File: config.mk
export PLATFORM = sky130hd
export DESIGN_NAME = pipe_skid_reg_flat
export DESIGN_NICKNAME = d
export VERILOG_FILES = /design/src/rtl/pipe_skid_reg_if.sv /design/src/rtl/pipe_skid_reg.sv /design/src/flat_wrapper.sv
export SDC_FILE = /design/constraint.sdc
export NUM_CORES = 1
export LEC_CHECK = 0
export CELL_PAD_IN_SITES_DETAIL_PLACEMENT = 2
export CELL_PAD_IN_SITES_GLOBAL_PLACEMENT = 2
export CORE_AREA = 4 4 235 237
export DETAILED_ROUTE_END_ITERATION = 8
export DIE_AREA = 0 0 239 241
export PLACE_DENSITY = 0.76
export RECOVER_POWER = 100
export SETUP_SLACK_MARGIN = 0.1
export SLEW_MARGIN = 15
export SYNTH_ARGS = -nofsm -noshare
export SYNTH_HDL_FRONTEND = slang
export SYNTH_SLANG_ARGS = --single-unit
export TNS_END_PERCENT = 20
File: constraint.sdc
create_clock -name clk -period 2.25 [get_ports clk]
set_input_delay 0.45 -clock clk [delete_from_list [all_inputs] [get_ports clk]]
set_output_delay 0.45 -clock clk [all_outputs]
set_load 0.02 [all_outputs]
File: src/rtl/pipe_skid_reg_if.sv
// Valid/ready stream carrying bubble-gated control bits and pass-through datapath bits.
interface pipe_skid_reg_if #(
    parameter int CTRL_W = 20,
    parameter int DATA_W = 175
);
    logic              valid;
    logic              ready;
    logic [CTRL_W-1:0] ctrl;
    logic [DATA_W-1:0] data;

    modport master (output valid, output ctrl, output data, input ready);
    modport slave  (input valid, input ctrl, input data, output ready);
endinterface

File: src/rtl/pipe_skid_reg.sv
// Inter-stage pipeline register with optional 2-entry skid buffer, synchronous
// flush, bubble-gated control outputs and a saturating stall counter.
module pipe_skid_reg #(
    parameter int CTRL_W = 20,
    parameter int DATA_W = 175,
    parameter int SKID   = 1,
    parameter int CNT_W  = 16
) (
    input  logic             clk,
    input  logic             rst_n,
    input  logic             clr,
    pipe_skid_reg_if.slave   up,
    pipe_skid_reg_if.master  down,
    output logic [1:0]       occ,
    output logic [CNT_W-1:0] stall_cnt
);

    typedef enum logic [1:0] {
        EMPTY = 2'd0,
        ONE   = 2'd1,
        TWO   = 2'd2
    } occ_state_t;

    occ_state_t        state_q;
    occ_state_t        state_d;
    logic              ready_q;
    logic [CTRL_W-1:0] ctrl_q;
    logic [DATA_W-1:0] data_q;
    logic [CTRL_W-1:0] skid_ctrl_q;
    logic [DATA_W-1:0] skid_data_q;
    logic              out_valid;
    logic              accept;
    logic              consume;
    logic              load_out;
    logic              from_skid;
    logic              load_skid;

    assign out_valid = (state_q != EMPTY);

    // With the skid buffer in_ready is registered so it never depends on out_ready.
    assign up.ready  = (SKID != 0) ? ready_q : (!out_valid || down.ready);
    assign accept    = up.valid && up.ready;
    assign consume   = out_valid && down.ready;

    always_comb begin
        state_d   = state_q;
        load_out  = 1'b0;
        from_skid = 1'b0;
        load_skid = 1'b0;
        if (clr) begin
            state_d = EMPTY;
        end else begin
            case (state_q)
                EMPTY: begin
                    if (accept) begin
                        state_d  = ONE;
                        load_out = 1'b1;
                    end
                end
                ONE: begin
                    if (consume) begin
                        if (accept) begin
                            load_out = 1'b1;
                        end else begin
                            state_d = EMPTY;
                        end
                    end else if (accept && (SKID != 0)) begin
                        state_d   = TWO;
                        load_skid = 1'b1;
                    end
                end
                TWO: begin
                    if (consume) begin
                        state_d   = ONE;
                        load_out  = 1'b1;
                        from_skid = 1'b1;
                    end
                end
                default: begin
                    state_d = EMPTY;
                end
            endcase
        end
    end

    always_ff @(posedge clk or negedge rst_n) begin
        if (!rst_n) begin
            state_q <= EMPTY;
            ready_q <= 1'b1;
        end else begin
            state_q <= state_d;
            ready_q <= (state_d != TWO);
        end
    end

    // Flush zeroes every register so a squashed instruction leaves no trace.
    always_ff @(posedge clk or negedge rst_n) begin
        if (!rst_n) begin
            ctrl_q      <= '0;
            data_q      <= '0;
            skid_ctrl_q <= '0;
            skid_data_q <= '0;
        end else if (clr) begin
            ctrl_q      <= '0;
            data_q      <= '0;
            skid_ctrl_q <= '0;
            skid_data_q <= '0;
        end else begin
            if (load_out) begin
                ctrl_q <= from_skid ? skid_ctrl_q : up.ctrl;
                data_q <= from_skid ? skid_data_q : up.data;
            end
            if (load_skid) begin
                skid_ctrl_q <= up.ctrl;
                skid_data_q <= up.data;
            end else if (from_skid) begin
                skid_ctrl_q <= '0;
                skid_data_q <= '0;
            end
        end
    end

    always_ff @(posedge clk or negedge rst_n) begin
        if (!rst_n) begin
            stall_cnt <= '0;
        end else if (out_valid && !down.ready && (stall_cnt != {CNT_W{1'b1}})) begin
            stall_cnt <= stall_cnt + CNT_W'(1);
        end
    end

    assign down.valid = out_valid;
    assign down.ctrl  = out_valid ? ctrl_q : '0;
    assign down.data  = data_q;
    assign occ        = {state_q == TWO, state_q == ONE};

endmodule

File: src/flat_wrapper.sv
// flat-port wrapper written by rule: the top's interface ports become plain ports
module pipe_skid_reg_flat 
#(
    parameter int CTRL_W = 20,
    parameter int DATA_W = 175,
    parameter int SKID   = 1,
    parameter int CNT_W  = 16
)
  (clk, rst_n, clr, occ, stall_cnt, up_valid, up_ctrl, up_data, up_ready, down_valid, down_ctrl, down_data, down_ready);
  pipe_skid_reg_if #(.CTRL_W(CTRL_W), .DATA_W(DATA_W)) up_i ();
  pipe_skid_reg_if #(.CTRL_W(CTRL_W), .DATA_W(DATA_W)) down_i ();
  input  logic clk;
  input  logic rst_n;
  input  logic clr;
  output logic [1:0] occ;
  output logic [CNT_W-1:0] stall_cnt;
  input wire logic [$bits(up_i.valid)-1:0] up_valid;
  input wire logic [$bits(up_i.ctrl)-1:0] up_ctrl;
  input wire logic [$bits(up_i.data)-1:0] up_data;
  output wire logic [$bits(up_i.ready)-1:0] up_ready;
  output wire logic [$bits(down_i.valid)-1:0] down_valid;
  output wire logic [$bits(down_i.ctrl)-1:0] down_ctrl;
  output wire logic [$bits(down_i.data)-1:0] down_data;
  input wire logic [$bits(down_i.ready)-1:0] down_ready;
  assign up_i.valid = up_valid;
  assign up_i.ctrl = up_ctrl;
  assign up_i.data = up_data;
  assign up_ready = up_i.ready;
  assign down_valid = down_i.valid;
  assign down_ctrl = down_i.ctrl;
  assign down_data = down_i.data;
  assign down_i.ready = down_ready;
  pipe_skid_reg #(.CTRL_W(CTRL_W), .DATA_W(DATA_W), .SKID(SKID), .CNT_W(CNT_W)) u_core (.clk(clk), .rst_n(rst_n), .clr(clr), .up(up_i), .down(down_i), .occ(occ), .stall_cnt(stall_cnt));
endmodule
==> metrics.csv <==
stage,metric,value,unit
power_and_ir_drop,power per cell area,805,mW/mm2
min_path,HP Class,in2reg,
clocking,CTS buffer count,48,
die,Die Area,0.0576,mm2
die,Vert. Die Dim,241,um
die,I/O Pins,415,
critical_path,slowest CP cell,dfrtp_1,
die,Rows,85,
critical_path,R2R depth,8,
min_path,Hold Path End,u_core.state_q[0]$_DFF_PN0_,
clocking,CTS tree,yes,
placement,port buffer count,414,
global_route,vias in the first global route,15900,
critical_path,launching point of the worst reg2reg path,u_core.state_q[0]$_DFF_PN0_,
sta,RSZ-0062 raised after global routing,yes,
synth,Yosys warning count,0,
synth,register bit total from synthesis,409,
synth,Synth area leader,dfrtp_1,
global_route,GR Overflow Total,0,
cells_and_area,final design utilization,0.471,
critical_path,Required @ worst endpoint,2.68,ns
sta,fmax,436,MHz
critical_path,"reg-to-reg slack, setup",-0.04,ns
synth,top-area cell type share of the netlist area,0.587,
sta,Least-Margin Pin Slew,1.29,ns
synth,most frequent cell after synthesis,dfrtp_1,
clocking,clock latency on the worst-skew pair,0.57,ns
routing,drt initial violations,724,
synth,"Async S/R FF share, synth",1.00,
clocking,root buffer cell,clkbuf_16,
sta,period utilization,1.02,
routing,routed vias/inst,5.44,
critical_path,Setup CP Type,reg2reg,
cells_and_area,P&R area growth vs syn,44.2,%
status,failing checks,negative setup slack,
sta,final hold vios,0,
routing,drt pass-1 iters,5,
min_path,WHS Path Cells,2,
clocking,clock sinks,409,
synth,ys flop type,dfrtp_1,
cells_and_area,Total Nets Final,2060,
routing,Via Count,14100,
global_route,gr usage total,0.221,
die,Starting Density,0.326,
cells_and_area,share of cells above drive strength 1,0.160,
sta,Layout Skew,0.0105,ns
global_route,first-pass GRT wire length,100000,um
min_path,Min-Delay Startpoint,clr,
clocking,clock slew at reported path FFs,0.06,ns
synth,largest cells by area after synthesis,"dfrtp_1 59%, mux2i_1 11%, a22o_1 9.8%",
sta,Tmin final,2.29,ns
power_and_ir_drop,overall power,20.2,mW
critical_path,FF-to-FF End,u_core.down.data[101]$_DFFE_PN0P_,
synth,post-synthesis sequential area ratio,0.589,
synth,"EDFF count, synth",0,
sta,fin worst setup slack,-0.0410,ns
die,die width,239,um
die,core area,0.0533,mm2
critical_path,WP data arrival,2.72,ns
routing,Detail Route Antenna Nets,0,
sta,Pins Over Slew Limit,0,
power_and_ir_drop,leakage power,12.7,nW
synth,Netlist cell types,40,
global_route,pin count of the biggest net entering global routing,102,
critical_path,CP max FO,18,
synth,post-synthesis instance total,1421,
placement,Final HPWL DP,44000,um
synth,Mapped Area,0.0174,mm2
critical_path,"critical path, cell by cell",or2_4 > buf_12 > buf_16 > o211ai_2 > buf_12 > buf_16 > nor2_1 > a211oi_1,
sta,Rel. slew slack,0.143,
placement,GP Congestion,0.808,
synth,Mean Syn Cell Area,12.2,um2
power_and_ir_drop,maximum vdd drop,0.000455,V
critical_path,startpoint types,register,
status,status,"finished, violations left",
global_route,initial antenna violation count,12,
routing,Post-Route WL,68600,um
sta,endpoints failing setup,8,
clocking,H-tree Lvls,2,
routing,Routed WL per cell,26.4,um
routing,drt drc,0,
clocking,Bufs on Longest Clock Path,3,
synth,Synth top cells by count,"408 x dfrtp_1, 201 x nor2_1, 196 x mux2i_1, 195 x a211oi_1, 195 x a22o_1",
job,max_cap viols,0,
critical_path,Crit path largest cell delay,0.39,ns
critical_path,crit path from,u_core.state_q[0]$_DFF_PN0_,
synth,Syn Nets,1622,
critical_path,Worst Setup End Kind,register,
[layout by cell type, fill, tap and decap left out, types with 32 or more instances in the layout]
cell type,Yosys,final
a211oi_1,195,128
mux2i_1,196,196
a211oi_2,0,66
buf_6,0,32
a22o_1,195,195
dfrtp_1,408,408
nor2_1,201,190
clkdlybuf4s50_1,0,197
dlygate4sd3_1,0,179
clkbuf_16,0,52
[cell families after synthesis]
logic type	Yosys count	share of synthesized area
fa+ha+maj	1	0.000720
mux	199	0.115
simple gates	268	0.0676
flops	409	0.589
buf+inv	135	0.0363
compound gates	397	0.186
xor+xnor	12	0.00605
[area by class of cell]
type	count	area, um2
Antenna cell	4	10.0
Sequential cell	409	10200
Multi-Input combinational cell	877	6940
Tap cell	696	871
Timing Repair Buffer	521	5400
Clock buffer	67	1370
Fill cell	5255	28200
Inverter	2	7.51
Clock inverter	18	240
[metal layers]
metal / track usage / up-vias / wire, um
met5: 0 / - / 81
met4: 0.0504 / 14 / 1510
met3: 0.0613 / 105 / 4360
met2: 0.382 / 384 / 34700
met1: 0.278 / 7430 / 27900
li1: - / 6167 / -
[registers in the layout, indices dropped and copies added, names as in the netlist]
name                count
u_core.skid_data_q    175
u_core.ctrl_q          20
u_core.up.ready         1
u_core.stall_cnt       16
u_core.state_q          2
u_core.skid_ctrl_q     20
u_core.down.data      175
[through the flow]
stage / cell area, um2 / hold slack [ns] / cells / TNS [ns] / setup slack, ns
after floorplan: 17400 / 0.154 / 1421 / 0 / 0.282
after global placement: 23000 / 0.392 / 2487 / -0.898 / -0.0561
after detailed placement: 23000 / 0.394 / 2487 / -7.39 / -0.125
after CTS: 24800 / 0.0890 / 2577 / -0.598 / -0.0860
after global routing: 25100 / 0.0960 / 2594 / -9.62 / -0.106
final: 25100 / 0.124 / 2594 / -0.149 / -0.0410
[worst max-delay path: cells and delay by family, from the launching register on]
kind / cells / cell delay [ns]
compound gates: 2 / 0.73
buf+inv: 4 / 0.67
flops: 1 / 0.39
simple gates: 2 / 0.34
[how the worst max path moves through the flow]
| stage | end | cells past startpoint |
|---|---|---|
| final | u_core.down.data[101]$_DFFE_PN0P_ | 8 |
| after global routing | u_core.down.data[101]$_DFFE_PN0P_ | 8 |
| after detailed placement | u_core.down.data[132]$_DFFE_PN0P_ | 5 |
| after global placement | u_core.ctrl_q[1]$_DFFE_PN0P_ | 6 |
| after floorplan | u_core.stall_cnt[12]$_DFFE_PN0P_ | 5 |
| after CTS | down_ctrl[18] | 5 |
[what timing repair did]
item / CTS / global route
setup endpoints to repair: 37 / 154
endpoints found under the hold margin: 28 / 0
hold buffers: 1 / 0
cloned: 2 / 5
pin swaps: 5 / 54
buffers inserted: 2 / 8
resized for setup: 155 / 141
[power breakdown]
group	internal (mW)	switching (mW)	leakage (nW)	total, mW
logic	1.63	2.21	6.38	3.84
clock network	4.92	3.19	0.805	8.11
registers	7.86	0.364	5.49	8.22
(Power assumes the default switching activity.)
